$ cat config.mk
export PLATFORM = sky130hd
export DESIGN_NAME = instruction_fetch
export DESIGN_NICKNAME = d
export VERILOG_FILES = /design/src/rtl/instruction_fetch.sv
export SDC_FILE = /design/constraint.sdc
export NUM_CORES = 1
export LEC_CHECK = 0
export CAP_MARGIN = 20
export CORE_MARGIN = 1
export CORE_UTILIZATION = 41
export CTS_CLUSTER_DIAMETER = 30
export CTS_CLUSTER_SIZE = 8
export DETAILED_ROUTE_END_ITERATION = 12
export MAX_ROUTING_LAYER = met4
export PLACE_DENSITY = 0.7
export SETUP_SLACK_MARGIN = 0.1
export SLEW_MARGIN = 20
export SYNTH_ARGS = -nofsm -noshare
export SYNTH_HDL_FRONTEND = slang
export SYNTH_SLANG_ARGS = --single-unit
$ cat constraint.sdc
create_clock -name clk_i -period 5.05 [get_ports clk_i]
set_clock_uncertainty 0.2 [all_clocks]
set_input_delay 0.505 -clock clk_i [delete_from_list [all_inputs] [get_ports clk_i]]
set_output_delay 0.505 -clock clk_i [all_outputs]
set_load 0.01 [all_outputs]
$ cat src/rtl/instruction_fetch.sv
// Fetch stage: one outstanding imem request, IF/ID output register with a one-entry skid buffer.
// Optional misaligned-PC trap delivery enabled by defining FETCH_MISALIGN_TRAP_EN.
module instruction_fetch #(
  parameter int unsigned width_p      = 32,
  parameter int unsigned inst_width_p = 32
) (
  input  logic                    clk_i,
  input  logic                    rst_i,
  input  logic [width_p-1:0]      pc_i,
  input  logic                    flush_i,
  input  logic                    stall_i,
  output logic                    pc_stall_o,
  output logic                    imem_req_valid_o,
  input  logic                    imem_req_ready_i,
  output logic [width_p-1:0]      imem_addr_o,
  input  logic                    imem_resp_valid_i,
  input  logic [inst_width_p-1:0] imem_resp_data_i,
  output logic                    inst_valid_o,
  output logic [inst_width_p-1:0] inst_o,
`ifdef FETCH_MISALIGN_TRAP_EN
  output logic [width_p-1:0]      inst_pc_o,
  output logic                    inst_misaligned_o
`else
  output logic [width_p-1:0]      inst_pc_o
`endif
);

  typedef enum logic [1:0] {
    REQ  = 2'd0,
    WAIT = 2'd1,
    DROP = 2'd2
  } state_e;

  state_e                  state_q, state_d;
  logic [width_p-1:0]      req_pc_q, req_pc_d;
  logic                    inst_valid_q, inst_valid_d;
  logic [inst_width_p-1:0] inst_q, inst_d;
  logic [width_p-1:0]      inst_pc_q, inst_pc_d;
  logic                    skid_valid_q, skid_valid_d;
  logic [inst_width_p-1:0] skid_inst_q, skid_inst_d;
  logic [width_p-1:0]      skid_pc_q, skid_pc_d;

  logic                    req_ok;
  logic                    req_valid;
  logic                    hs;
  logic                    advance;
  logic                    del_valid;
  logic [inst_width_p-1:0] del_inst;
  logic [width_p-1:0]      del_pc;

`ifdef FETCH_MISALIGN_TRAP_EN
  localparam logic [inst_width_p-1:0] nop_inst = inst_width_p'(32'h0000_0013);
  logic misaligned_req;
  logic del_mis;
  logic mis_q, mis_d;
  logic skid_mis_q, skid_mis_d;
`endif

  // Request issue and the entry delivered this cycle (memory response or trap NOP).
  always_comb begin
    req_ok    = (state_q == REQ) && !skid_valid_q && !flush_i;
    del_valid = (state_q == WAIT) && imem_resp_valid_i && !flush_i;
    del_inst  = imem_resp_data_i;
    del_pc    = req_pc_q;
`ifdef FETCH_MISALIGN_TRAP_EN
    misaligned_req = (pc_i[1:0] != 2'b00);
    req_valid      = req_ok && !misaligned_req;
    del_mis        = 1'b0;
    if (req_ok && misaligned_req) begin
      del_valid = 1'b1;
      del_inst  = nop_inst;
      del_pc    = pc_i;
      del_mis   = 1'b1;
    end
    hs      = req_valid && imem_req_ready_i;
    advance = hs || (req_ok && misaligned_req);
`else
    req_valid = req_ok;
    hs        = req_valid && imem_req_ready_i;
    advance   = hs;
`endif
  end

  // Next state, output register and skid buffer.
  always_comb begin
    state_d      = state_q;
    req_pc_d     = req_pc_q;
    inst_valid_d = inst_valid_q;
    inst_d       = inst_q;
    inst_pc_d    = inst_pc_q;
    skid_valid_d = skid_valid_q;
    skid_inst_d  = skid_inst_q;
    skid_pc_d    = skid_pc_q;
`ifdef FETCH_MISALIGN_TRAP_EN
    mis_d      = mis_q;
    skid_mis_d = skid_mis_q;
`endif

    case (state_q)
      REQ: begin
        if (hs) begin
          state_d  = WAIT;
          req_pc_d = pc_i;
        end
      end
      WAIT: begin
        if (flush_i) begin
          state_d = imem_resp_valid_i ? REQ : DROP;
        end else if (imem_resp_valid_i) begin
          state_d = REQ;
        end
      end
      DROP: begin
        // A flush without the outstanding response keeps waiting to discard it.
        if (imem_resp_valid_i) begin
          state_d = REQ;
        end
      end
      default: state_d = REQ;
    endcase

    if (flush_i) begin
      inst_valid_d = 1'b0;
      skid_valid_d = 1'b0;
    end else if (!inst_valid_q || !stall_i) begin
      if (skid_valid_q) begin
        inst_valid_d = 1'b1;
        inst_d       = skid_inst_q;
        inst_pc_d    = skid_pc_q;
        skid_valid_d = 1'b0;
`ifdef FETCH_MISALIGN_TRAP_EN
        mis_d = skid_mis_q;
`endif
      end else if (del_valid) begin
        inst_valid_d = 1'b1;
        inst_d       = del_inst;
        inst_pc_d    = del_pc;
`ifdef FETCH_MISALIGN_TRAP_EN
        mis_d = del_mis;
`endif
      end else begin
        inst_valid_d = 1'b0;
      end
    end else if (del_valid) begin
      skid_valid_d = 1'b1;
      skid_inst_d  = del_inst;
      skid_pc_d    = del_pc;
`ifdef FETCH_MISALIGN_TRAP_EN
      skid_mis_d = del_mis;
`endif
    end
  end

  always_ff @(posedge clk_i or posedge rst_i) begin
    if (rst_i) begin
      state_q      <= REQ;
      req_pc_q     <= '0;
      inst_valid_q <= 1'b0;
      inst_q       <= '0;
      inst_pc_q    <= '0;
      skid_valid_q <= 1'b0;
      skid_inst_q  <= '0;
      skid_pc_q    <= '0;
`ifdef FETCH_MISALIGN_TRAP_EN
      mis_q        <= 1'b0;
      skid_mis_q   <= 1'b0;
`endif
    end else begin
      state_q      <= state_d;
      req_pc_q     <= req_pc_d;
      inst_valid_q <= inst_valid_d;
      inst_q       <= inst_d;
      inst_pc_q    <= inst_pc_d;
      skid_valid_q <= skid_valid_d;
      skid_inst_q  <= skid_inst_d;
      skid_pc_q    <= skid_pc_d;
`ifdef FETCH_MISALIGN_TRAP_EN
      mis_q        <= mis_d;
      skid_mis_q   <= skid_mis_d;
`endif
    end
  end

  assign imem_req_valid_o = req_valid;
  assign imem_addr_o      = {pc_i[width_p-1:2], 2'b00};
  assign pc_stall_o       = !advance;
  assign inst_valid_o     = inst_valid_q;
  assign inst_o           = inst_q;
  assign inst_pc_o        = inst_pc_q;
`ifdef FETCH_MISALIGN_TRAP_EN
  assign inst_misaligned_o = mis_q;
`endif

endmodule

==> impl_results.html <==
<table>
<tr><th>Metric</th><th>Value</th></tr>
<tr><th colspan="2">Yosys</th></tr>
<tr><td>Post-synth top area cell</td><td>dfrtp_1</td></tr>
<tr><td>Most common library cells after synthesis</td><td>mux2_2 (224), dfrtp_1 (164), buf_4 (32), buf_6 (10), clkbuf_1 (7)</td></tr>
<tr><td>Top-count cell post-synth</td><td>mux2_2</td></tr>
<tr><td>Async SR Flop Fraction</td><td>1.000</td></tr>
<tr><td>Combinational family with the most area after synthesis</td><td>multiplexers</td></tr>
<tr><td>Ys flop type</td><td>dfrtp_1</td></tr>
<tr><td>Number of flops mapped to enable cells by yosys</td><td>0</td></tr>
<tr><td>Portion of synthesized cell area occupied by the leading cell type</td><td>0.5725</td></tr>
<tr><td>Cells after synthesis</td><td>459</td></tr>
<tr><td>Synthesized-area fraction occupied by ao, oa, aoi and oai cells</td><td>0.007506</td></tr>
<tr><td>Cell types occupying the most area after synthesis</td><td>dfrtp_1 (57%), mux2_2 (35%), buf_4 (3.4%)</td></tr>
<tr><td>Simple-gate share of the synthesized area</td><td>0.008902</td></tr>
<tr><td>Post-Synth Adder-Cell Area</td><td>0</td></tr>
<tr><td>Xor and xnor fraction of the mapped netlist area</td><td>0</td></tr>
<tr><td>Yosys Warn Count</td><td>0</td></tr>
<tr><td>Count of state elements after synthesis</td><td>164</td></tr>
<tr><td>Cell area after synthesis</td><td>7168 um^2</td></tr>
<tr><td>Multiplexer fraction of the synthesized cell area</td><td>0.3519</td></tr>
<tr><td>Avg Cell Area, Syn</td><td>15.62 um^2</td></tr>
<tr><td>Netlist cell types</td><td>19</td></tr>
<tr><td>Sequential element share of the synthesized area</td><td>0.5725</td></tr>
<tr><th colspan="2">Placed design</th></tr>
<tr><td>Placed cells</td><td>799</td></tr>
<tr><td>HPWL reported at the end of detailed placement</td><td>9410 um</td></tr>
<tr><td>Weighted congestion reported at the end of routability-driven placement</td><td>0.7061</td></tr>
<tr><td>PortBufs</td><td>166</td></tr>
<tr><td>Area after DPL</td><td>8777 um^2</td></tr>
<tr><th colspan="2">Layout</th></tr>
<tr><td>Total area of multi-input combinational cells</td><td>2648 um^2</td></tr>
<tr><td>Final instance count without filler cells</td><td>831</td></tr>
<tr><td>Post-route cell area</td><td>9344 um^2</td></tr>
<tr><td>Area grow syn2layout</td><td>30.35%</td></tr>
<tr><td>Total number of nets in the final design</td><td>668</td></tr>
<tr><td>Filler Cell Count</td><td>1374</td></tr>
<tr><td>Layout cells sized above 1</td><td>0.4370</td></tr>
<tr><td>Number of antenna cells inserted</td><td>0</td></tr>
<tr><td>Register cell area after layout</td><td>4105 um^2</td></tr>
<tr><th colspan="2">Floorplanning</th></tr>
<tr><td>Die Footprint</td><td>18020 um^2</td></tr>
<tr><td>I/O pin cnt</td><td>169</td></tr>
<tr><td>Effective utilization at floorplan</td><td>0.4262</td></tr>
<tr><td>Area of the core region</td><td>16820 um^2</td></tr>
<tr><td>Die X</td><td>134.2 um</td></tr>
<tr><td>Die Height</td><td>134.2 um</td></tr>
<tr><td>Count of standard-cell rows</td><td>47</td></tr>
<tr><th colspan="2">CTS</th></tr>
<tr><td>Number of buffers inserted to repair setup after CTS</td><td>0</td></tr>
<tr><td>Clk sink count</td><td>164</td></tr>
<tr><td># resized after CTS</td><td>0</td></tr>
<tr><td>Number of buffers added by the clock tree synthesis step</td><td>17</td></tr>
<tr><td>Post-CTS clock slew at the launch and capture registers of the worst setup and hold paths</td><td>0.06 ns</td></tr>
<tr><td>Library cell used as clock root buffer</td><td>clkbuf_16</td></tr>
<tr><td>H-tree levels</td><td>4</td></tr>
<tr><td>CTS Buffer Depth</td><td>2</td></tr>
<tr><td>CTS tree</td><td>built</td></tr>
<tr><td>Total of hold buffers inserted after clock tree synthesis</td><td>0</td></tr>
<tr><td>Later-pin clock latency in the skew report</td><td>0.42 ns</td></tr>
<tr><th colspan="2">Worst setup path</th></tr>
<tr><td>Maximum cell stage delay along the critical path</td><td>0.74 ns</td></tr>
<tr><td>Max stage delay cell, worst path</td><td>buf_4</td></tr>
<tr><td>CP required</td><td>4.35 ns</td></tr>
<tr><td>Family with the most delay on the worst path</td><td>buffers and inverters</td></tr>
<tr><td>Critical path startpoint category</td><td>flop</td></tr>
<tr><td>Critical path start-end classification</td><td>flop to output pin</td></tr>
<tr><td>Worst path depth</td><td>4</td></tr>
<tr><td>Data arrival time of the critical path</td><td>2.36 ns</td></tr>
<tr><td>Critical path endpoint category</td><td>output pin</td></tr>
<tr><td>CP bufs+invs</td><td>2</td></tr>
<tr><td>CP Max Fanout</td><td>65</td></tr>
<tr><td>Crit-path cells</td><td>buf_4 -&gt; nor4_1 -&gt; nand2_2 -&gt; clkdlybuf4s50_1</td></tr>
<tr><td>Count of cells along the worst register-to-register path</td><td>5</td></tr>
<tr><th colspan="2">Global route</th></tr>
<tr><td>Initial antenna violation count</td><td>0</td></tr>
<tr><td>Total congestion overflow</td><td>0</td></tr>
<tr><td>Wire length of the first global-routing pass</td><td>23340 um</td></tr>
<tr><td>Total Routing Usage GR</td><td>0.1750</td></tr>
<tr><td>Vias in the first global route</td><td>4587</td></tr>
<tr><td>Pin count of the biggest net entering global routing</td><td>104</td></tr>
<tr><th colspan="2">Drt</th></tr>
<tr><td>Antenna viol nets, final</td><td>0</td></tr>
<tr><td>Detailed-route wire length</td><td>14310 um</td></tr>
<tr><td>Routed wirelength normalized by instance count</td><td>17.22 um</td></tr>
<tr><td>DRC viols</td><td>0</td></tr>
<tr><td>Via density per instance</td><td>4.929</td></tr>
<tr><td>Number of search-and-repair iterations in the first detailed-routing pass</td><td>4</td></tr>
<tr><td>Starting DRT DRC Count</td><td>86</td></tr>
<tr><td>Number of vias in the routed layout</td><td>4096</td></tr>
<tr><th colspan="2">STA</th></tr>
<tr><td>Final-layout worst hold slack</td><td>0.2042 ns</td></tr>
<tr><td>Total negative slack for setup checks</td><td>0 ns</td></tr>
<tr><td>Setup repair after global routing missed its margin</td><td>no</td></tr>
<tr><td>Slew headroom</td><td>0.3736</td></tr>
<tr><td>Final hold violation count</td><td>0</td></tr>
<tr><td>Ratio of final minimum period to clock period</td><td>0.6068</td></tr>
<tr><td>Upper clock frequency limit</td><td>0.3263 GHz</td></tr>
<tr><td>Final setup fails</td><td>0</td></tr>
<tr><td>Final period demand of the worst path</td><td>3.065 ns</td></tr>
<tr><td>Max-slew violation total from the final report</td><td>0</td></tr>
<tr><td>Worst slew pin tran</td><td>0.9396 ns</td></tr>
<tr><th colspan="2">Pwr</th></tr>
<tr><td>Total power of the final layout</td><td>4.149 mW</td></tr>
<tr><td>Power per cell area</td><td>444.1 nW/um^2</td></tr>
<tr><td>Static Leakage</td><td>4.032 nW</td></tr>
<tr><td>Peak supply drop</td><td>0.2418 mV</td></tr>
<tr><th colspan="2">Worst hold path</th></tr>
<tr><td>Worst min path class</td><td>input port to asynchronous set/reset pin</td></tr>
<tr><th colspan="2">Run</th></tr>
<tr><td>Max-cap violations</td><td>0</td></tr>
<tr><th colspan="2">Outcome</th></tr>
<tr><td>Run status</td><td>complete, no violations</td></tr>
</table>
-- path summary, 6_finish.rpt --
kind,to,slack [ns],startpoint
worst min register to register,skid_inst_q[5]$_DFFE_PP0P_,0.30,skid_inst_q[5]$_DFFE_PP0P_
max in group asynchronous,del_pc[23]$_DFFE_PP0P_,3.55,rst_i
worst max register to register,del_pc[19]$_DFFE_PP0P_,2.47,skid_valid_q$_DFFE_PP0P_
worst min-delay path,inst_o[20]$_DFFE_PP0P_,0.20,rst_i
worst max-delay path,pc_stall_o,1.99,skid_valid_q$_DFFE_PP0P_
min in group clk_i,skid_inst_q[5]$_DFFE_PP0P_,0.30,skid_inst_q[5]$_DFFE_PP0P_
-- power by group --
part | switching [mW] | leakage (nW) | internal [mW]
Combinational | 0.378 | 1.68 | 0.729
Sequential | 0.191 | 2.08 | 1.63
Clock | 0.491 | 0.268 | 0.727
-- sequential cells by signal, indices dropped and copies added, names as in the netlist --
name / flops
del_pc: 32
inst_o: 32
inst_pc_o: 32
inst_valid_o: 1
skid_inst_q: 32
skid_pc_q: 32
skid_valid_q: 1
state_q: 2
-- layout by cell type, fill, tap and decap left out, drive strengths merged --
cell           instances
a221oi                 1
buf                    8
bufinv                 1
a21oi                  1
clkinv                 3
nor4                   1
nor3                   1
a211oi                 1
inv                    2
nand3b                 2
mux2                 224
clkbuf                24
o41ai                  1
conb                   2
nand2                  3
dfrtp                164
a31oi                  1
clkinvlp               5
clkdlybuf4s50        166
-- through the flow --
stage / setup WS [ns] / util
final: 1.985 / 0.5556
after global routing: 1.848 / 0.5556
after CTS: 1.906 / 0.5556
after detailed placement: 1.868 / 0.5219
after global placement: 1.937 / 0.5219
after floorplan: 2.260 / -
-- worst register-to-register path, stage by stage, from the launching register on --
cell and delay, ns:
dfrtp_2 0.36, buf_4 0.74, nor4_1 0.17, nand2_2 0.14, buf_4 0.45, mux2_2 0.42
-- cell type report --
cell class	instances	area share
flip-flops and latches	164	0.4393
multi-input cells	238	0.2833
repair buffers	174	0.1856
clock buffers	24	0.05262
well taps	220	0.02946
clock inverters	8	0.008034
inverters	3	0.001607
-- cells by family after synthesis --
logic type	after synthesis
AND/OR/NAND/NOR	7
buffers and inverters	58
other	1
AO/OA/AOI/OAI	5
multiplexers	224
flip-flops	164
-- layer usage --
metal / share of wire / global-route usage / wire length, um / up-vias
li1: - / - / - / 1879
met1: 0.45 / 0.2155 / 6402 / 2060
met2: 0.48 / 0.2778 / 6887 / 139
met3: 0.057 / 0.04686 / 821 / 18
met4: 0.014 / 0.06117 / 198 / 0
met5: 0 / - / 0 / -
(Power assumes the default switching activity.)
